==> src/rtl/ctrl_undd_param_pkg.sv <==
// Shared types for the multicycle controller: state encodings, fault codes
// and the opcode map, plus the opcode-to-class decoder.
package ctrl_undd_param_pkg;

  typedef enum logic [4:0] {
    FETCH     = 5'd0,
    DECODE    = 5'd1,
    ADDR      = 5'd2,
    MEM_RD    = 5'd3,
    MEM_WR    = 5'd4,
    WB_MEM    = 5'd5,
    R_EX      = 5'd6,
    I_EX      = 5'd7,
    WB        = 5'd8,
    BR_CALC   = 5'd9,
    BR_UPD    = 5'd10,
    JMP       = 5'd11,
    HALT      = 5'd12,
    LSTK_A    = 5'd13,
    LSTK_PUSH = 5'd14,
    SSTK_A    = 5'd15,
    SSTK_WR   = 5'd16,
    IN_WAIT   = 5'd17,
    IN_REL    = 5'd18,
    FAULT     = 5'd19
  } state_t;

  typedef enum logic [1:0] {
    FLT_NONE = 2'b00,
    FLT_OVF  = 2'b01,
    FLT_UNF  = 2'b10,
    FLT_TMO  = 2'b11
  } fault_t;

  localparam logic [31:0] OP_R    = 32'd0;
  localparam logic [31:0] OP_ADDI = 32'd1;
  localparam logic [31:0] OP_SUBI = 32'd2;
  localparam logic [31:0] OP_ANDI = 32'd3;
  localparam logic [31:0] OP_ORI  = 32'd4;
  localparam logic [31:0] OP_LDI  = 32'd5;
  localparam logic [31:0] OP_LDR  = 32'd6;
  localparam logic [31:0] OP_STI  = 32'd7;
  localparam logic [31:0] OP_STR  = 32'd8;
  localparam logic [31:0] OP_BEQ  = 32'd9;
  localparam logic [31:0] OP_BNE  = 32'd10;
  localparam logic [31:0] OP_JMP  = 32'd11;
  localparam logic [31:0] OP_JAL  = 32'd12;
  localparam logic [31:0] OP_JST  = 32'd13;
  localparam logic [31:0] OP_HLT  = 32'd14;
  localparam logic [31:0] OP_LSTK = 32'd15;
  localparam logic [31:0] OP_SSTK = 32'd16;
  localparam logic [31:0] OP_IN   = 32'd17;
  localparam logic [31:0] OP_OUT  = 32'd18;

  typedef enum logic [3:0] {
    CLS_R, CLS_I, CLS_LDI, CLS_LDR, CLS_STI, CLS_STR, CLS_BR, CLS_JMP,
    CLS_JAL, CLS_JST, CLS_HLT, CLS_LSTK, CLS_SSTK, CLS_IN, CLS_OUT, CLS_NOP
  } op_cls_t;

  function automatic op_cls_t op_classify(input logic [31:0] op);
    case (op)
      OP_R:                             return CLS_R;
      OP_ADDI, OP_SUBI, OP_ANDI, OP_ORI: return CLS_I;
      OP_LDI:                           return CLS_LDI;
      OP_LDR:                           return CLS_LDR;
      OP_STI:                           return CLS_STI;
      OP_STR:                           return CLS_STR;
      OP_BEQ, OP_BNE:                   return CLS_BR;
      OP_JMP:                           return CLS_JMP;
      OP_JAL:                           return CLS_JAL;
      OP_JST:                           return CLS_JST;
      OP_HLT:                           return CLS_HLT;
      OP_LSTK:                          return CLS_LSTK;
      OP_SSTK:                          return CLS_SSTK;
      OP_IN:                            return CLS_IN;
      OP_OUT:                           return CLS_OUT;
      default:                          return CLS_NOP;
    endcase
  endfunction

endpackage

==> src/rtl/ctrl_undd_param_if.sv <==
// Controller <-> datapath bundle: instruction fields and status in,
// enables/selects/status out.
interface ctrl_undd_param_if #(
  parameter int unsigned OPW       = 6,
  parameter int unsigned NCH       = 2,
  parameter int unsigned CHW       = 1,
  parameter int unsigned STK_DEPTH = 16
);
  localparam int unsigned DW = $clog2(STK_DEPTH + 1);

  logic [OPW-1:0] opcode;
  logic [CHW-1:0] canal;
  logic           zero;
  logic [NCH-1:0] enter;
  logic           resume;

  logic [4:0]     estado;
  logic           EscrevePC, EscreveRI, EscreveReg, EscreveMem;
  logic           pop, push;
  logic [NCH-1:0] controleIN, controleOUT;
  logic           SelMuxEndMem, SelMuxDadoMem, SelMuxPilha, SelMuxReg1;
  logic           SelMuxReg2, SelMuxUlaA, SelMuxIn;
  logic [1:0]     SelMuxUlaB, SelMuxPC, OpULA;
  logic [DW-1:0]  stk_depth;
  logic [1:0]     fault;

  modport master (
    input  opcode, canal, zero, enter, resume,
    output estado, EscrevePC, EscreveRI, EscreveReg, EscreveMem, pop, push,
           controleIN, controleOUT, SelMuxEndMem, SelMuxDadoMem, SelMuxPilha,
           SelMuxReg1, SelMuxReg2, SelMuxUlaA, SelMuxIn, SelMuxUlaB, SelMuxPC,
           OpULA, stk_depth, fault
  );

  modport slave (
    output opcode, canal, zero, enter, resume,
    input  estado, EscrevePC, EscreveRI, EscreveReg, EscreveMem, pop, push,
           controleIN, controleOUT, SelMuxEndMem, SelMuxDadoMem, SelMuxPilha,
           SelMuxReg1, SelMuxReg2, SelMuxUlaA, SelMuxIn, SelMuxUlaB, SelMuxPC,
           OpULA, stk_depth, fault
  );
endinterface

==> src/rtl/ctrl_undd_param_stk_guard.sv <==
// Call/data stack occupancy tracker; grants push/pop only when legal and
// flags the illegal request as overflow/underflow.
module stk_guard #(
  parameter int unsigned STK_DEPTH = 16
) (
  input  logic                             clk,
  input  logic                             rst_n,
  input  logic                             i_push_req,
  input  logic                             i_pop_req,
  output logic                             o_push_ok,
  output logic                             o_pop_ok,
  output logic                             o_ovf,
  output logic                             o_unf,
  output logic [$clog2(STK_DEPTH+1)-1:0]   o_depth
);
  localparam int unsigned DW = $clog2(STK_DEPTH + 1);

  logic [DW-1:0] r_depth;
  logic          w_full, w_empty;

  assign w_full    = (r_depth == DW'(STK_DEPTH));
  assign w_empty   = (r_depth == '0);
  assign o_push_ok = i_push_req & ~w_full;
  assign o_pop_ok  = i_pop_req & ~w_empty;
  assign o_ovf     = i_push_req & w_full;
  assign o_unf     = i_pop_req & w_empty;
  assign o_depth   = r_depth;

  always_ff @(posedge clk or negedge rst_n) begin
    if (!rst_n)         r_depth <= '0;
    else if (o_push_ok) r_depth <= r_depth + DW'(1);
    else if (o_pop_ok)  r_depth <= r_depth - DW'(1);
  end
endmodule

==> src/rtl/ctrl_undd_param.sv <==
// Multicycle control FSM for the accumulator/stack processor with
// multi-channel IN/OUT, stack guard, IN timeout and halt resume.
module ctrl_undd_param
  import ctrl_undd_param_pkg::*;
#(
  parameter int unsigned OPW       = 6,
  parameter int unsigned NCH       = 2,
  parameter int unsigned CHW       = 1,
  parameter int unsigned STK_DEPTH = 16,
  parameter int unsigned IN_TMO    = 0
) (
  input logic               clk,
  input logic               reset,
  ctrl_undd_param_if.master bus
);
  localparam int unsigned TW = (IN_TMO > 1) ? $clog2(IN_TMO) : 1;
  localparam int unsigned DW = $clog2(STK_DEPTH + 1);

  state_t         r_state;
  fault_t         r_fault;
  logic [TW-1:0]  r_tmo;

  logic [OPW-1:0] w_opcode;
  logic [CHW-1:0] w_canal;
  op_cls_t        w_cls;
  logic [NCH-1:0] w_chan_1h;
  logic           w_enter_sel;
  logic           w_push_req, w_pop_req, w_push_ok, w_pop_ok, w_ovf, w_unf;
  logic [DW-1:0]  w_depth;

  assign w_opcode    = bus.opcode;
  assign w_canal     = bus.canal;
  assign w_cls       = op_classify(32'(w_opcode));
  assign w_chan_1h   = NCH'(1) << w_canal;
  // Masked reduction rather than enter[canal]: a canal beyond NCH selects nothing.
  assign w_enter_sel = |(bus.enter & w_chan_1h);

  assign w_push_req = (r_state == LSTK_PUSH) || (r_state == JMP && w_cls == CLS_JAL);
  assign w_pop_req  = (r_state == SSTK_WR) || (r_state == BR_UPD && w_cls == CLS_JST);

  stk_guard #(.STK_DEPTH(STK_DEPTH)) u_stk_guard (
    .clk        (clk),
    .rst_n      (reset),
    .i_push_req (w_push_req),
    .i_pop_req  (w_pop_req),
    .o_push_ok  (w_push_ok),
    .o_pop_ok   (w_pop_ok),
    .o_ovf      (w_ovf),
    .o_unf      (w_unf),
    .o_depth    (w_depth)
  );

  always_ff @(posedge clk or negedge reset) begin
    if (!reset) begin
      r_state <= FETCH;
      r_fault <= FLT_NONE;
      r_tmo   <= '0;
    end else begin
      case (r_state)
        FETCH:   r_state <= DECODE;
        DECODE: begin
          case (w_cls)
            CLS_R:                             r_state <= R_EX;
            CLS_I:                             r_state <= I_EX;
            CLS_LDI, CLS_LDR, CLS_STI, CLS_STR: r_state <= ADDR;
            CLS_BR:                            r_state <= BR_CALC;
            CLS_JMP, CLS_JAL:                  r_state <= JMP;
            CLS_JST:                           r_state <= BR_UPD;
            CLS_HLT:                           r_state <= HALT;
            CLS_LSTK:                          r_state <= LSTK_A;
            CLS_SSTK:                          r_state <= SSTK_A;
            CLS_IN: begin
              r_state <= IN_WAIT;
              r_tmo   <= '0;
            end
            default:                           r_state <= FETCH;
          endcase
        end
        ADDR:      r_state <= (w_cls == CLS_LDI || w_cls == CLS_LDR) ? MEM_RD : MEM_WR;
        MEM_RD:    r_state <= WB_MEM;
        MEM_WR:    r_state <= FETCH;
        WB_MEM:    r_state <= FETCH;
        R_EX:      r_state <= WB;
        I_EX:      r_state <= WB;
        WB:        r_state <= FETCH;
        BR_CALC:   r_state <= BR_UPD;
        LSTK_A:    r_state <= LSTK_PUSH;
        SSTK_A:    r_state <= SSTK_WR;
        BR_UPD, SSTK_WR: begin
          if (w_unf) begin
            r_state <= FAULT;
            r_fault <= FLT_UNF;
          end else begin
            r_state <= FETCH;
          end
        end
        JMP, LSTK_PUSH: begin
          if (w_ovf) begin
            r_state <= FAULT;
            r_fault <= FLT_OVF;
          end else begin
            r_state <= FETCH;
          end
        end
        IN_WAIT: begin
          if (w_enter_sel) begin
            r_state <= IN_REL;
          end else if (IN_TMO != 0 && r_tmo == TW'(IN_TMO - 1)) begin
            r_state <= FAULT;
            r_fault <= FLT_TMO;
          end else begin
            r_tmo <= r_tmo + TW'(1);
          end
        end
        IN_REL:    if (!w_enter_sel) r_state <= FETCH;
        HALT:      if (bus.resume) r_state <= FETCH;
        FAULT:     r_state <= FAULT;
        default:   r_state <= FETCH;
      endcase
    end
  end

  assign bus.estado    = r_state;
  assign bus.fault     = r_fault;
  assign bus.stk_depth = w_depth;
  assign bus.push      = w_push_ok;
  assign bus.pop       = w_pop_ok;

  always_comb begin
    bus.EscrevePC     = 1'b0;
    bus.EscreveRI     = 1'b0;
    bus.EscreveReg    = 1'b0;
    bus.EscreveMem    = 1'b0;
    bus.controleIN    = '0;
    bus.controleOUT   = '0;
    bus.SelMuxEndMem  = 1'b0;
    bus.SelMuxDadoMem = 1'b0;
    bus.SelMuxPilha   = 1'b0;
    bus.SelMuxReg1    = 1'b0;
    bus.SelMuxReg2    = 1'b0;
    bus.SelMuxUlaA    = 1'b0;
    bus.SelMuxIn      = 1'b0;
    bus.SelMuxUlaB    = 2'b00;
    bus.SelMuxPC      = 2'b00;
    bus.OpULA         = 2'b00;
    case (r_state)
      FETCH: begin
        bus.EscreveRI  = 1'b1;
        bus.OpULA      = 2'b01;
        bus.SelMuxUlaB = 2'b01;
        bus.SelMuxIn   = 1'b1;
      end
      DECODE: begin
        bus.EscrevePC  = (w_cls != CLS_HLT);
        bus.SelMuxUlaB = 2'b01;
        if (w_cls == CLS_OUT) bus.controleOUT = w_chan_1h;
      end
      ADDR: begin
        bus.SelMuxEndMem = 1'b1;
        bus.SelMuxUlaA   = 1'b1;
        bus.SelMuxUlaB   = 2'b11;
        bus.OpULA        = (w_cls == CLS_STI || w_cls == CLS_LDI) ? 2'b11 : 2'b01;
      end
      MEM_WR:  bus.EscreveMem = 1'b1;
      WB_MEM: begin
        bus.EscreveReg = 1'b1;
        bus.SelMuxReg2 = 1'b1;
      end
      WB:      bus.EscreveReg = 1'b1;
      BR_CALC: bus.SelMuxPC = 2'b01;
      BR_UPD: begin
        if (w_cls == CLS_JST) begin
          bus.EscrevePC = 1'b1;
          bus.SelMuxPC  = 2'b11;
        end else begin
          bus.EscrevePC = bus.zero;
          bus.SelMuxPC  = 2'b10;
        end
      end
      JMP: begin
        bus.EscrevePC  = 1'b1;
        bus.SelMuxUlaB = 2'b11;
      end
      SSTK_WR: begin
        bus.EscreveMem    = 1'b1;
        bus.SelMuxDadoMem = 1'b1;
      end
      IN_WAIT: begin
        if (w_enter_sel) begin
          bus.controleIN = w_chan_1h;
          bus.EscreveReg = 1'b1;
          bus.SelMuxIn   = 1'b1;
        end
      end
      default: ;
    endcase
  end
endmodule

==> src/flat_wrapper.sv <==
// flat-port wrapper written by rule: the top's interface ports become plain ports
module ctrl_undd_param_flat import ctrl_undd_param_pkg::*;
#(
  parameter int unsigned OPW       = 6,
  parameter int unsigned NCH       = 2,
  parameter int unsigned CHW       = 1,
  parameter int unsigned STK_DEPTH = 16,
  parameter int unsigned IN_TMO    = 0
)
  (clk, reset, bus_opcode, bus_canal, bus_zero, bus_enter, bus_resume, bus_estado, bus_EscrevePC, bus_EscreveRI, bus_EscreveReg, bus_EscreveMem, bus_pop, bus_push, bus_controleIN, bus_controleOUT, bus_SelMuxEndMem, bus_SelMuxDadoMem, bus_SelMuxPilha, bus_SelMuxReg1, bus_SelMuxReg2, bus_SelMuxUlaA, bus_SelMuxIn, bus_SelMuxUlaB, bus_SelMuxPC, bus_OpULA, bus_stk_depth, bus_fault);
  ctrl_undd_param_if #(.OPW(OPW), .NCH(NCH), .CHW(CHW), .STK_DEPTH(STK_DEPTH)) bus_i ();
  input logic clk;
  input logic reset;
  input wire logic [$bits(bus_i.opcode)-1:0] bus_opcode;
  input wire logic [$bits(bus_i.canal)-1:0] bus_canal;
  input wire logic [$bits(bus_i.zero)-1:0] bus_zero;
  input wire logic [$bits(bus_i.enter)-1:0] bus_enter;
  input wire logic [$bits(bus_i.resume)-1:0] bus_resume;
  output wire logic [$bits(bus_i.estado)-1:0] bus_estado;
  output wire logic [$bits(bus_i.EscrevePC)-1:0] bus_EscrevePC;
  output wire logic [$bits(bus_i.EscreveRI)-1:0] bus_EscreveRI;
  output wire logic [$bits(bus_i.EscreveReg)-1:0] bus_EscreveReg;
  output wire logic [$bits(bus_i.EscreveMem)-1:0] bus_EscreveMem;
  output wire logic [$bits(bus_i.pop)-1:0] bus_pop;
  output wire logic [$bits(bus_i.push)-1:0] bus_push;
  output wire logic [$bits(bus_i.controleIN)-1:0] bus_controleIN;
  output wire logic [$bits(bus_i.controleOUT)-1:0] bus_controleOUT;
  output wire logic [$bits(bus_i.SelMuxEndMem)-1:0] bus_SelMuxEndMem;
  output wire logic [$bits(bus_i.SelMuxDadoMem)-1:0] bus_SelMuxDadoMem;
  output wire logic [$bits(bus_i.SelMuxPilha)-1:0] bus_SelMuxPilha;
  output wire logic [$bits(bus_i.SelMuxReg1)-1:0] bus_SelMuxReg1;
  output wire logic [$bits(bus_i.SelMuxReg2)-1:0] bus_SelMuxReg2;
  output wire logic [$bits(bus_i.SelMuxUlaA)-1:0] bus_SelMuxUlaA;
  output wire logic [$bits(bus_i.SelMuxIn)-1:0] bus_SelMuxIn;
  output wire logic [$bits(bus_i.SelMuxUlaB)-1:0] bus_SelMuxUlaB;
  output wire logic [$bits(bus_i.SelMuxPC)-1:0] bus_SelMuxPC;
  output wire logic [$bits(bus_i.OpULA)-1:0] bus_OpULA;
  output wire logic [$bits(bus_i.stk_depth)-1:0] bus_stk_depth;
  output wire logic [$bits(bus_i.fault)-1:0] bus_fault;
  assign bus_i.opcode = bus_opcode;
  assign bus_i.canal = bus_canal;
  assign bus_i.zero = bus_zero;
  assign bus_i.enter = bus_enter;
  assign bus_i.resume = bus_resume;
  assign bus_estado = bus_i.estado;
  assign bus_EscrevePC = bus_i.EscrevePC;
  assign bus_EscreveRI = bus_i.EscreveRI;
  assign bus_EscreveReg = bus_i.EscreveReg;
  assign bus_EscreveMem = bus_i.EscreveMem;
  assign bus_pop = bus_i.pop;
  assign bus_push = bus_i.push;
  assign bus_controleIN = bus_i.controleIN;
  assign bus_controleOUT = bus_i.controleOUT;
  assign bus_SelMuxEndMem = bus_i.SelMuxEndMem;
  assign bus_SelMuxDadoMem = bus_i.SelMuxDadoMem;
  assign bus_SelMuxPilha = bus_i.SelMuxPilha;
  assign bus_SelMuxReg1 = bus_i.SelMuxReg1;
  assign bus_SelMuxReg2 = bus_i.SelMuxReg2;
  assign bus_SelMuxUlaA = bus_i.SelMuxUlaA;
  assign bus_SelMuxIn = bus_i.SelMuxIn;
  assign bus_SelMuxUlaB = bus_i.SelMuxUlaB;
  assign bus_SelMuxPC = bus_i.SelMuxPC;
  assign bus_OpULA = bus_i.OpULA;
  assign bus_stk_depth = bus_i.stk_depth;
  assign bus_fault = bus_i.fault;
  ctrl_undd_param #(.OPW(OPW), .NCH(NCH), .CHW(CHW), .STK_DEPTH(STK_DEPTH), .IN_TMO(IN_TMO)) u_core (.clk(clk), .reset(reset), .bus(bus_i));
endmodule
==> config.mk <==
export PLATFORM = sky130hd
export DESIGN_NAME = ctrl_undd_param_flat
export DESIGN_NICKNAME = d
export VERILOG_FILES = /design/src/rtl/ctrl_undd_param_pkg.sv /design/src/rtl/ctrl_undd_param_if.sv /design/src/rtl/ctrl_undd_param_stk_guard.sv /design/src/rtl/ctrl_undd_param.sv /design/src/flat_wrapper.sv
export SDC_FILE = /design/constraint.sdc
export NUM_CORES = 1
export LEC_CHECK = 0
export BUFFER_PORTS_ARGS = -buffer_cell sky130_fd_sc_hd__buf_2
export CORE_ASPECT_RATIO = 1.1
export CORE_MARGIN = 2
export CORE_UTILIZATION = 35
export DETAILED_ROUTE_END_ITERATION = 10
export GPL_TIMING_DRIVEN = 0
export HOLD_SLACK_MARGIN = 0.06
export RECOVER_POWER = 25
export SETUP_SLACK_MARGIN = 0.15
export SYNTH_ARGS = -nofsm -noshare
export SYNTH_HDL_FRONTEND = slang
export SYNTH_SLANG_ARGS = --single-unit
==> constraint.sdc <==
create_clock -name clk -period 2.7 [get_ports clk]
set_clock_uncertainty 0.2 [all_clocks]
set_input_delay 0.135 -clock clk [delete_from_list [all_inputs] [get_ports clk]]
set_output_delay 0.135 -clock clk [all_outputs]
set_load 0.02 [all_outputs]
# --- After elaboration in Yosys (flattened, before gate mapping) ---
# Memory sizes are Yosys's and may differ from the RTL's.
# Cells that the tools add are included.
classes:
  n_addsub: 2
  mul: 0
  div_mod_pow: 0
  n_lt_le_gt_ge: 0
  n_eq_ne: 40
  shifts: 1
  n_mux: 33
  bitwise: 7
  n_reduce_logical: 23
op_table:
  columns: ["op", "n"]
  rows:
  - ["one-hot mux 5 bit (14 select lines)", 1]
  - ["one-hot mux 5 bit (10 select lines)", 1]
  - ["== test 5 x 4 -> 1 bit (second input constant)", 8]
  - ["two-way mux 5 bit", 7]
  - ["== test 4 bit (second input constant)", 7]
  - ["== test 5 bit (second input constant)", 5]
  - ["== test 5 x 3 -> 1 bit (second input constant)", 4]
  - ["OR reduction 2 bit", 9]
  - ["== test 4 x 3 -> 1 bit (second input constant)", 4]
  - ["one-hot mux 2 bit (2 select lines)", 4]
  - ["two-way mux 2 bit", 7]
  - ["== test 5 x 2 -> 1 bit (second input constant)", 2]
  - ["logical NOT 5 bit", 2]
  - ["== test 4 x 2 -> 1 bit (second input constant)", 2]
  - ["two-way mux 1 bit", 8]
  - ["!= test 2 bit (second input constant)", 4]
  - ["AND reduction 3 bit", 2]
  - ["adder 5 x 1 -> 5 bit (second input constant)", 1]
  - ["== test 5 x 1 -> 1 bit (second input constant)", 1]
  - ["subtractor 5 x 1 -> 5 bit (second input constant)", 1]
  - ["AND 1 bit", 4]
  - ["== test 4 x 1 -> 1 bit (second input constant)", 1]
  - ["logical NOT 4 bit", 1]
  - ["logical OR 1 bit", 4]
  - ["other kinds (12)", 16]
totals:
  regBits: 12
  latchBits: 0
  ram_bits: 0
  rom_bits: 128
  in_bits: 13
  out_inout_bits: 35
  n_memories: 1
mem_list:
  columns: ["name", "depth", "word_bits", "rd", "rd_ports_with_merged_regs", "wr", "line_no", "source"]
  rows:
  - ["(no name shown)", 32, 4, 1, 0, 0, "ctrl_undd_param_pkg.sv:61", "case (op)"]

# --- Longest topological paths before layout ---
# Gate-level depths: netlist (run 1).
# An unclocked memory read counts as a cell.
depth:
  depth_word: 8
  ltp_mapped: 13
  ltp_nobuf: 12

# --- Hierarchy ---
# A second synthesis (run 1) with hierarchy kept.
unflattened:
  cells_unflattened: 232
  area_unflattened_um2: 1717.9
by_module_without_submodules:
  columns: ["module", "n_inst", "cells_each", "area_per_inst_um2"]
  rows:
  - ["ctrl_undd_param", 1, 179, 1275.0]
  - ["stk_guard", 1, 53, 442.9]

# --- Least setup slack after synthesis (run 1) ---
# OpenSTA, ideal clock, no wires.
synth_path:
  path_type: "register to register"
  start: "register u_core.r_state[2], in the netlist u_core.bus.estado[2]"
  end: "register u_core.u_stk_guard.r_depth[4], in the netlist u_core.u_stk_guard.o_depth[4]"
  setup_ps: 71
  arrival_ps: 2622
  required_ps: 2429
  path_slack_ps: -193
  path_stages_with_launch: 11
  path_buffers: 1
  period_less_slack_ps: 2893
  path_cell_list: "dfrtp_1 buf_2 and4b_1 a22oi_1 a21bo_2 nand3_1 fa_1 a21o_1 a21o_1 or4_1 nand4_1"
synth_between:
  elab_chain_cells: 5
  elab_cells_between_ends: 12
synth_lines:
  columns: ["item", "line_no", "source"]
  rows:
  - ["from (decl)", "ctrl_undd_param.sv:19", "state_t r_state;"]
  - ["from (signal assigned)", "ctrl_undd_param.sv:79", "ADDR: r_state <= (w_cls == CLS_LDI || w_cls == CLS_LDR) ? MEM_RD : MEM_WR;"]
  - ["== test 5 x 4 -> 1 bit (on tied branches)", "ctrl_undd_param.sv:38, ctrl_undd_param.sv:39", null]
  - ["logical AND 1 bit (on tied branches)", "ctrl_undd_param.sv:38, ctrl_undd_param.sv:39", null]
  - ["logical OR 1 bit (on tied branches)", "ctrl_undd_param.sv:38, ctrl_undd_param.sv:39", null]
  - ["AND 1 bit (on tied branches)", "ctrl_undd_param_stk_guard.sv:23, ctrl_undd_param_stk_guard.sv:24", null]
  - ["two-way mux 5 bit or nonzero test 2 bit (tied branches)", null, null]
  - ["to (signal assigned)", "ctrl_undd_param_stk_guard.sv:31", "else if (o_push_ok) r_depth <= r_depth + DW'(1);"]
  - ["to (signal assigned)", "ctrl_undd_param_stk_guard.sv:32", "else if (o_pop_ok) r_depth <= r_depth - DW'(1);"]
  - ["to (decl)", "ctrl_undd_param_stk_guard.sv:18", "logic [DW-1:0] r_depth;"]
# Several ways; a longest one is shown, not always the timed one.
# A chain may end at the register's enable or synchronous reset.

# --- Final worst setup path (run 1) ---
# Ends and elaborated chain as after synthesis.

==> metrics.md, run 1 <==
| Metric | Value |
|---|---|
| Leading cell types by count after synthesis | `15 x o21ai_0, 14 x nor2_1, 12 x dfrtp_1, 12 x inv_1, 12 x nand2_1` |
| Critical path class | `reg2reg` |
| Synth-to-Final Area Change | `33.5%` |
| Status | `complete, but fails checks` |
| VDD IR max | `~380 uV` |
| Asr flop ratio synth | `100%` |
| Routed WL | `4550 microns` |
| Synth cell types | `57` |
| Via Count | `1,727` |
| Placed cell area | `1920 sq um` |
| Tot GR Track Use | `17.5%` |
| Worst path slowest cell | `dfrtp_2` |
| Max-slew violations | `0` |
| Vias in the first global route | `1,523` |
| Clk sink count | `12` |
| Die X | `67.6 microns` |
| CP startpoint kind | `flip-flop` |
| GP Congestion | `roughly 0.85` |
| Worst slew margin | `57.4%` |
| Seq/Total Area, Yosys | `about a fifth` |
| Worst Path Arrival | `2670 ps` |
| IO Pins | `48` |
| Fin crit period | `2710 ps` |
| Initial Utilization | `~36%` |
| N_diodes | `0` |
| Layout cells sized above 1 | `35.1%` |
| Fin Hold WS | `just under 200 ps` |
| Synthesized flop and latch total | `12` |
| Core Region | `4290 sq um` |
| R2R cell count | `10` |
| Pwr/cell area | `between 900 and 1000 nW/um^2` |
| Final Cycle Share | `100%` |
| # setup viols final | `1` |
| Area leader, netlist | `dfrtp_1` |
| EDFF count, synth | `0` |
| R2r setup slk | `-6 ps` |
| Detail Placement HPWL | `3440 microns` |
| Top-area cell type share of the netlist area | `between 10% and 20%` |
| Die area | `~5000 sq um` |
| Grt total ovfl | `0` |
| Final Cell Area | `2080 sq um` |
| 1st-iter DRT viols | `121` |
| Num CTS Buffers | `3` |
| Worst-path clk slew | `50 ps` |
| FF-to-FF Start | `u_core.bus.estado[2]` |
| Critical Path RT | `between 2000 and 3000 ps` |
| Antenna violations before repair | `0` |
| DR vias/cell | `5.52` |
| DR WL/cell | `14.5 microns` |
| Max-Cap Viols | `0` |
| Top delay family on crit path | `simple AND/OR/NAND/NOR gates` |
| NumNets Final | `279` |
| Storage element area | `304 sq um` |
| CP max FO | `5` |
| Worst path most repeated cell | `a21o_1` |
| Mux cell area share after synthesis | `6.02%` |
| Die height | `74.0 microns` |
| PortBufs | `43` |
| Syn avg cell area | `7.64 sq um` |
| Crit-path cells | `buf_6 -> and4b_2 -> a22oi_2 -> a21bo_2 -> nand3_4 -> ha_4 -> a21o_1 -> a21o_1 -> or4_1 -> nand4_1` |
| H-Tree Depth | `1` |
| Worst Setup SP | `u_core.bus.estado[2]` |
| Critical Path Stages | `10` |
| Largest cells by area after synthesis | `dfrtp_1 19%, o21ai_0 4.8%, ha_1 4.0%` |
| Failing checks | `setup timing` |
| Post-Synth XOR/XNOR Area | `under 10%` |
| Ys Warns | `0` |
| Reg2reg end | `u_core.u_stk_guard.o_depth[4]` |
| Setup ws final | `-6.00 ps` |
| Worst min-delay path class | `in2reg` |
| Leakage | `0.935 nW` |
| Synth Flop Type | `dfrtp_1` |
| Largest net degree at the start of global routing | `13` |
| Fill count | `426` |
| Main combinational cell family by area after synthesis | `compound AO/OA/AOI/OAI gates` |
| DRT antenna net count | `0` |
| Post-layout util | `48.6%` |
| CP Buf/Inv Count | `1` |
| Fmax | `0.370 GHz` |
| Delay of the slowest cell on the worst path | `410 ps` |
| First-pass GRT wire length | `roughly 7000 microns` |
| Cells after Synth | `between 200 and 250` |
| # rows | `25` |
| Skew-Pair Late Insertion Delay | `between 200 and 250 ps` |
| RSZ-0062 raised after global routing | `yes` |
| Worst Tran Pin Value | `roughly 640 ps` |
| Pre-antenna DRT Iters | `4` |
| Clock Path Buffers | `2` |
| Most common cell in the synthesized netlist | `o21ai_0` |
| Clk root buf | `clkbuf_8` |
| Post-Syn Area | `1560 sq um` |
| Synth Area in Simple Gates | `around 28%` |
| Detailed-route DRC error count | `0` |
| CP endpoint | `u_core.u_stk_guard.o_depth[4]` |
| CTS tree | `yes` |
| Final-report hold violation count | `0` |
| Crit end category | `flip-flop` |
| Post-synthesis adder-cell area fraction | `5.30%` |
| Multi-input gate area | `1250 sq um` |
| Synth Area in Compound Gates | `29.9%` |
-- timing repair --
action | CTS | global route
setup endpoints to repair | 5 | 5
buffers inserted | 5 | 1
hold buffers | 1 | 0
hold endpoints to repair | 12 | 0
resized for setup | 4 | 7
pin swaps | 5 | 1
-- cells in the final DEF (no fill, tap or decap), drive strengths merged, types with 2 or more instances in the layout --
| cell | count |
|---|---|
| buf | 57 |
| o21ai | 15 |
| nor2 | 15 |
| clkbuf | 13 |
| nand2 | 12 |
| inv | 12 |
| dfrtp | 12 |
| a21oi | 11 |
| nor2b | 7 |
| mux2i | 6 |
| nor3 | 6 |
| a21o | 5 |
| ha | 5 |
| xnor2 | 4 |
| and2 | 4 |
| nand3b | 4 |
| o22ai | 4 |
| a31oi | 4 |
| a22oi | 4 |
| a211oi | 3 |
| nor3b | 3 |
| and3 | 3 |
| o21a | 3 |
| a32oi | 3 |
| mux2 | 3 |
| nor4 | 3 |
| or3 | 3 |
| nand3 | 3 |
| nand4bb | 2 |
| o211ai | 2 |
| nand2b | 2 |
| nand4 | 2 |
| or4 | 2 |
| xor2 | 2 |
| conb | 2 |
-- through the flow --
stage                     total power [W]  cells  worst slack [ps]  setup TNS [ps]
after CTS                         0.00191    312              14.3               0
after global routing              0.00209    313              -109            -123
after detailed placement          0.00165    302              -318            -419
final                             0.00194    313             -6.00           -6.00
after global placement            0.00164    302              -315            -410
after floorplan                   0.00128    205            -0.202          -0.202
-- sequential cells by signal, summed over array words and instances, names as in the netlist --
| signal | cells |
|---|---|
| u_core.bus.fault | 2 |
| u_core.u_stk_guard.o_depth | 5 |
| u_core.bus.estado | 5 |
-- logic make-up after synthesis --
family,after synthesis
multiplexers,9
AO/OA/AOI/OAI,66
XOR/XNOR,6
other,1
flip-flops,12
adder cells (fa/ha/maj),6
buffers and inverters,29
AND/OR/NAND/NOR,75
-- final cells by class --
| type | instances | share of cell area, % |
|---|---|---|
| well taps | 54 | 3.25 |
| repair buffers | 50 | 12.9 |
| multi-input cells | 164 | 60.1 |
| inverters | 12 | 2.16 |
| clock buffers | 4 | 2.65 |
| plain buffers | 17 | 4.33 |
| flip-flops and latches | 12 | 14.6 |
-- power by group --
| part | switching, W | leakage, nW | internal (W) | total (W) |
|---|---|---|---|---|
| Sequential | 0.0000986 | 0.151 | 0.000257 | 0.000356 |
| Combinational | 0.000845 | 0.755 | 0.000550 | 0.00139 |
| Clock | 0.0000619 | 0.0288 | 0.000128 | 0.000190 |
-- routing by layer --
layer  vias up  track usage [%]  part of all wire, %
met5         -                0                    0
met4         0             2.04                 0.40
met3         2             2.57                  6.0
met2        55             27.9                   46
met1       807             25.9                   48
li1        863                -                    -
-- worst min-delay path by stage --
stage	from	endpoint	slack, ps	depth (start not counted)
5_1_grt	bus_resume	u_core.bus.estado[3]	210	4
3_5_place_dp	reset	u_core.u_stk_guard.o_depth[1]	-170	1
4_1_cts	reset	u_core.u_stk_guard.o_depth[3]	110	2
2_1_floorplan	reset	u_core.bus.estado[0]	-360	0
3_3_place_gp	reset	u_core.u_stk_guard.o_depth[1]	-170	1
6_report	bus_resume	u_core.bus.estado[3]	200	4
-- worst register-to-register path, stage by stage, from the launching register on --
cell and delay [ps]:
dfrtp_2 410, buf_6 120, and4b_2 260, a22oi_2 190, a21bo_2 270, nand3_4 100, ha_4 220, a21o_1 180
a21o_1 170, or4_1 390, nand4_1 110
Note: power is estimated with default switching activity, not from simulation.
==> inputs of run 2 (changes only) <==
--- a/config.mk
+++ b/config.mk
@@ -6,7 +6,7 @@
 export NUM_CORES = 1
 export LEC_CHECK = 0
 export BUFFER_PORTS_ARGS = -buffer_cell sky130_fd_sc_hd__buf_2
-export CORE_ASPECT_RATIO = 1.1
+export CORE_ASPECT_RATIO = 2
 export CORE_MARGIN = 2
 export CORE_UTILIZATION = 35
 export DETAILED_ROUTE_END_ITERATION = 10
==> run 2 against run 1 <==
Against the previous run:
- the flow now finishes without violations
- utilization shrank 0.27 points
- combinational power about the same
- global-route usage increased by 2.1 points
- setup slack better by 18 ps
- total power up 0.97%
- critical path type unchanged
- via count grew 2.0%
- sequential power shrank 3%
==> metrics.md, run 2 (synthesis gave the netlist of run 1 again) <==
| Metric | Value |
|---|---|
| Status | `completed` |
| Tot GR Track Use | `19.6% (+2.1 points)` |
| Vias in the first global route | `1,688 (+11%)` |
| Antenna violations before repair | `0 (unchanged)` |
| Worst slew margin | `57.9% (+0.47 points)` |
| IO Pins | `48 (unchanged)` |
| First-pass GRT wire length | `7760 microns (+11%)` |
| Dpl ws | `-356 ps (-38.5 ps)` |
| # rows | `34 (+36%)` |
| # setup viols final | `0 (-1)` |
| Critical path class | `reg2reg` |
| Pre-antenna DRT Iters | `4 (unchanged)` |
| Clk root buf | `clkbuf_8` |
| Clk sink count | `12 (unchanged)` |
| Setup ws final | `11.5 ps (+17.5 ps)` |
| NumNets Final | `280 (+0.36%)` |
| Critical Path RT | `2670 ps (about the same)` |
| GRT busiest layer | `met2` |
| Core Region | `4300 sq um (+0.26%)` |
| Max-Cap Viols | `0 (unchanged)` |
| Pwr/cell area | `944 nW/um^2 (+1.3%)` |
| Placed cell area | `1920 sq um (unchanged)` |
| Crit end category | `flip-flop` |
| Most common cell after layout, fill and taps aside | `buf_2` |
| Worst Path Arrival | `2660 ps (about the same)` |
| Initial Utilization | `36.3% (-0.095 points)` |
| GP Congestion | `0.931 (+9.8%)` |
| Final Cycle Share | `99.6% (-0.65 points)` |
| CTS tree | `yes` |
| Fin crit period | `2690 ps (-17.5 ps)` |
| H-Tree Depth | `1 (unchanged)` |
| Detail Placement HPWL | `3880 microns (+13%)` |
| Die height | `98.4 microns (+33%)` |
| 1st-iter DRT viols | `42 (-65%)` |
| DR WL/cell | `15.2 microns (+4.6%)` |
| Synth-to-Final Area Change | `33.1%` |
| Num CTS Buffers | `3 (unchanged)` |
| Fin cells | `314 (+0.32%)` |
| Via Count | `1,761 (+2.0%)` |
| Met2 GRT Util | `36.9% (+9.0 points)` |
| Die X | `51.2 microns (-24%)` |
| DR vias/cell | `5.61 (+1.6%)` |
| Leakage | `0.938 nW (+0.38%)` |
| Tot Pwr | `0.00196 W (+0.97%)` |
| Detailed-route DRC error count | `0 (unchanged)` |
| Skew-Pair Late Insertion Delay | `240 ps (about the same)` |
| Routed WL | `4770 microns (+5.0%)` |
| Die area | `5040 sq um (+0.63%)` |
| PortBufs | `43 (unchanged)` |
| RSZ-0062 raised after global routing | `yes` |
| Largest net degree at the start of global routing | `13 (unchanged)` |
| Layout cells sized above 1 | `34.2% (-0.90 points)` |
| Commonest non-fill, non-tap cells in the layout | `46 x buf_2, 15 x o21ai_0, 14 x nor2_1` |
| Worst min-delay path class | `in2async` |
| Met1 Usage GRT | `20.1% (-5.7 points)` |
| N_diodes | `0 (unchanged)` |
| Final Cell Area | `2070 sq um (-0.30%)` |
| Final-report hold violation count | `0 (unchanged)` |
| Worst-path clk slew | `50 ps (about the same)` |
| Fill count | `438 (+2.8%)` |
| DRT antenna net count | `0 (unchanged)` |
| VDD IR max | `665 uV (+76%)` |
| Met3 GRT Util | `2.75% (+0.18 points)` |
| Cells after DPL | `302 (unchanged)` |
| Worst Tran Pin Value | `632 ps (-7.00 ps)` |
| Max-slew violations | `0 (unchanged)` |
| Grt total ovfl | `0 (unchanged)` |
| CP startpoint kind | `flip-flop` |
| CP max FO | `6 (+1)` |
| Fmax | `0.372 GHz (+0.65%)` |
| Post-layout util | `48.3% (-0.27 points)` |
| Clock Path Buffers | `2 (unchanged)` |
[run 2: changes by cell type in the layout (fill, tap and decap cells not counted), sizes merged]
| cell | change |
|---|---|
| buf | +1 |
[run 2: power by group]
group          switching (W)  internal (W)  total, W  leakage (nW)
sequential         0.0000891      0.000257  0.000346         0.151
combinational       0.000869      0.000551   0.00142         0.759
clock              0.0000635      0.000129  0.000192        0.0288
[run 2: final timing paths]
kind	startpoint	to	slack (ps)	cells past startpoint
hold reg to reg	u_core.bus.fault[0]	u_core.bus.fault[0]	270	1
min in group clk	bus_resume	u_core.bus.estado[3]	230	4
setup reg to reg	u_core.bus.estado[4]	u_core.u_stk_guard.o_depth[4]	10	9
setup / recovery	u_core.bus.estado[4]	u_core.u_stk_guard.o_depth[4]	10	9
max in group asynchronous	reset	u_core.bus.estado[1]	1630	2
hold / removal	reset	u_core.bus.fault[0]	220	2
[run 2: area by class of cell]
| type | instances | area, sq um | area share [%] |
|---|---|---|---|
| Inverter | 12 | 45.0 | 2.17 |
| Clock buffer | 4 | 55.1 | 2.65 |
| Sequential cell | 12 | 304 | 14.7 |
| Timing Repair Buffer | 51 | 275 | 13.3 |
| Tap cell | 54 | 67.6 | 3.26 |
| Buffer | 17 | 90.1 | 4.34 |
| Multi-Input combinational cell | 164 | 1240 | 59.7 |
[run 2: per-stage QoR]
stage          setup TNS, ps  hold slack (ps)
2_1_floorplan         -0.202             -361
3_5_place_dp            -483             -177
6_report                   0              224
3_3_place_gp            -452             -180
4_1_cts                -1.88              105
5_1_grt                 -145              235
[run 2: routing by layer]
metal | wire (microns) | vias up
met5 | 0 | -
met4 | 231 | 0
met3 | 154 | 12
met2 | 2670 | 52
met1 | 1720 | 827
li1 | - | 870
[run 2: worst max-delay path, stage by stage, from the launching register on]
cell and delay [ps]:
dfrtp_2 430, and4bb_1 300, nand2_2 90, o31ai_4 240, nand3_4 140, fa_2 370, a21o_1 170, a21o_1 170
or4_1 390, nand4_1 110
[run 2: what timing repair did]
| action | in CTS | in global routing |
|---|---|---|
| gates cloned | 0 | 0 |
| endpoints found under the hold margin | 12 | 0 |
| hold buffers | 1 | 0 |
| setup endpoints to repair | 6 | 7 |
| pin swaps | 7 | 0 |
| resized for setup | 7 | 3 |
| buffers inserted | 4 | 3 |
==> inputs of run 3 (changes only) <==
--- a/config.mk
+++ b/config.mk
@@ -6,12 +6,15 @@
 export NUM_CORES = 1
 export LEC_CHECK = 0
 export BUFFER_PORTS_ARGS = -buffer_cell sky130_fd_sc_hd__buf_2
+export CELL_PAD_IN_SITES_DETAIL_PLACEMENT = 1
+export CELL_PAD_IN_SITES_GLOBAL_PLACEMENT = 2
 export CORE_ASPECT_RATIO = 2
 export CORE_MARGIN = 2
-export CORE_UTILIZATION = 35
+export CORE_UTILIZATION = 26
 export DETAILED_ROUTE_END_ITERATION = 10
 export GPL_TIMING_DRIVEN = 0
 export HOLD_SLACK_MARGIN = 0.06
+export PLACE_DENSITY_LB_ADDON = 0.1
 export RECOVER_POWER = 25
 export SETUP_SLACK_MARGIN = 0.15
 export SYNTH_ARGS = -nofsm -noshare
==> run 3 against run 2 <==
Against the previous run:
- the run now ends with DRC, setup timing left
- first-iteration DRC count up 81%
- count of clock-buffer cells in the layout stayed put
- sequential power is 4% higher
- cell area increased by 1.7%
- sequential cell count unchanged
- worst hold slack got worse by 3.0 ps
- critical path type unchanged
- critical endpoint unchanged
==> metrics.md, run 3 (synthesis gave the netlist of run 1 again) <==
| Metric | Value |
|---|---|
| Status | `complete, but fails checks` |
| Failing checks | `DRC, setup timing` |
| DR WL/cell | `17.7 microns (+17%)` |
| Fill count | `719 (+64%)` |
| FF-to-FF Start | `u_core.bus.estado[2]` |
| Die height | `114 microns (+15%)` |
| GP Congestion | `0.798 (-14%)` |
| Clock Path Buffers | `2 (unchanged)` |
| Critical Path RT | `2670 ps (about the same)` |
| Via Count | `1,777 (+0.91%)` |
| Initial Utilization | `27.1% (-9.2 points)` |
| CTS tree | `yes` |
| VDD IR max | `633 uV (-4.8%)` |
| Synth-to-Final Area Change | `35.3%` |
| RSZ-0062 raised after global routing | `yes` |
| Clk root buf | `clkbuf_16` |
| Num CTS Buffers | `3 (unchanged)` |
| Largest net degree at the start of global routing | `13 (unchanged)` |
| Flop pwr share | `17.3% (-0.4 points)` |
| CP max FO | `4 (-2)` |
| Max-slew violations | `0 (unchanged)` |
| Worst Tran Pin Value | `612 ps (-20.0 ps)` |
| Tot GR Track Use | `17.9% (-1.7 points)` |
| Dpl ws | `-406 ps (-49.9 ps)` |
| Fmax | `0.367 GHz (-1.2%)` |
| Commonest non-fill, non-tap cells in the layout | `46 x buf_2, 15 x o21ai_0, 14 x nor2_1` |
| Layout cells sized above 1 | `34.1% (-0.12 points)` |
| R2R cell count | `10 (+1)` |
| H-Tree Depth | `1 (unchanged)` |
| Cells after DPL | `309 (+2.3%)` |
| Reg2reg end | `u_core.u_stk_guard.o_depth[4]` |
| First-pass GRT wire length | `9310 microns (+20%)` |
| CP startpoint kind | `flip-flop` |
| N_diodes | `0 (unchanged)` |
| Most common cell after layout, fill and taps aside | `buf_2` |
| Detail Placement HPWL | `4640 microns (+19%)` |
| IO Pins | `48 (unchanged)` |
| Final-report hold violation count | `0 (unchanged)` |
| Worst min-delay path class | `in2async` |
| Worst Path Arrival | `2690 ps (+30 ps)` |
| Vias in the first global route | `1,826 (+8.2%)` |
| NetSw | `0.00105 W (+3.0%)` |
| Routed WL | `5660 microns (+19%)` |
| Setup ws final | `-21.6 ps (-33.2 ps)` |
| Antenna violations before repair | `0 (unchanged)` |
| Pre-antenna DRT Iters | `7 (+3)` |
| Final Cycle Share | `101% (+1.2 points)` |
| Sw Ratio | `50.6% (-1.6 points)` |
| Worst slew margin | `59.2% (+1.3 points)` |
| Pwr/cell area | `987 nW/um^2 (+4.5%)` |
| Max-Cap Viols | `0 (unchanged)` |
| Detailed-route DRC error count | `4 (+4)` |
| DR vias/cell | `5.57 (-0.67%)` |
| Internal power | `0.00103 W (+9.8%)` |
| R2r setup slk | `-20 ps (-30 ps)` |
| Critical path class | `reg2reg` |
| PortBufs | `43 (unchanged)` |
| NumNets Final | `278 (-0.71%)` |
| Die X | `58.8 microns (+15%)` |
| Combinational share of power | `68.4% (-4.1 points)` |
| Leakage | `0.949 nW (+1.2%)` |
| # setup viols final | `1 (+1)` |
| # rows | `39 (+15%)` |
| Skew-Pair Late Insertion Delay | `240 ps (about the same)` |
| Clk sink count | `12 (unchanged)` |
| Core Region | `5760 sq um (+34%)` |
| Fin cells | `319 (+1.6%)` |
| Crit end category | `flip-flop` |
| Fin Hold WS | `221 ps (-2.95 ps)` |
| Grt total ovfl | `0 (unchanged)` |
| DRT antenna net count | `0 (unchanged)` |
| Die area | `6670 sq um (+32%)` |
| Clock power frac | `14.3% (+4.5 points)` |
| Fin crit period | `2720 ps (+33.2 ps)` |
| Worst-path clk slew | `40 ps (about the same)` |
| 1st-iter DRT viols | `76 (+81%)` |
## run 3: worst max-delay path, cell delays in order (launching register included)
cell and delay [ps]:
dfrtp_2 410, buf_6 120, and4b_2 270, a22oi_2 200, a21bo_2 270, nand3_4 100, ha_4 220, a21o_1 180
a21o_1 180, or4_1 400, nand4_1 100
## run 3: final cells by class
class | instances | area [sq um] | share of cell area [%]
Buffer | 17 | 93.8 | 4.45
Clock buffer | 4 | 88.8 | 4.21
Inverter | 12 | 45.0 | 2.14
Multi-Input combinational cell | 164 | 1240 | 58.7
Sequential cell | 12 | 304 | 14.4
Tap cell | 61 | 76.3 | 3.62
Timing Repair Buffer | 49 | 264 | 12.5
## run 3: power by group through the flow
stage                     logic (W)  clock network, W  registers [W]
after floorplan            0.000861                 0       0.000422
after global placement      0.00136                 0       0.000354
after detailed placement    0.00137                 0       0.000355
after CTS                   0.00141          0.000307       0.000359
after global routing        0.00156          0.000315       0.000376
final                       0.00142          0.000298       0.000359
## run 3: how the worst max path moves through the flow
stage	startpoint	to	slack (ps)
after detailed placement	bus_opcode[0]	u_core.u_stk_guard.o_depth[4]	-410
after floorplan	u_core.bus.estado[4]	u_core.u_stk_guard.o_depth[4]	-0.2
after CTS	u_core.bus.estado[4]	u_core.u_stk_guard.o_depth[4]	-50
final	u_core.bus.estado[2]	u_core.u_stk_guard.o_depth[4]	-20
after global routing	u_core.bus.estado[4]	u_core.u_stk_guard.o_depth[4]	-150
after global placement	bus_opcode[0]	u_core.u_stk_guard.o_depth[4]	-390
## run 3: per-layer routing
metal / part of all wire, % / up-vias / GRT usage, % / wire (microns)
met5: 0 / - / 0 / 0
met2: 59 / 35 / 34.5 / 3330
met1: 37 / 868 / 19.7 / 2080
li1: - / 870 / - / -
met4: 1.5 / 0 / 3.94 / 85
met3: 3.0 / 4 / 2.49 / 172
## run 3: timing repair
action                                 CTS  global route
setup buffers                            3             2
pin swaps                                8             5
endpoints found under the hold margin   12             0
resized for setup                        9             6
hold buffers                             1             0
setup endpoints to repair                5            10
## run 3: stage by stage
step,area (sq um),util (%),power [W],setup TNS (ps)
final,2110,36.6,0.00208,-21.6
after detailed placement,1920,33.4,0.00172,-635
after CTS,2080,36.2,0.00207,-46.9
after floorplan,1630,-,0.00128,-0.202
after global placement,1920,33.4,0.00172,-589
after global routing,2110,36.6,0.00226,-191
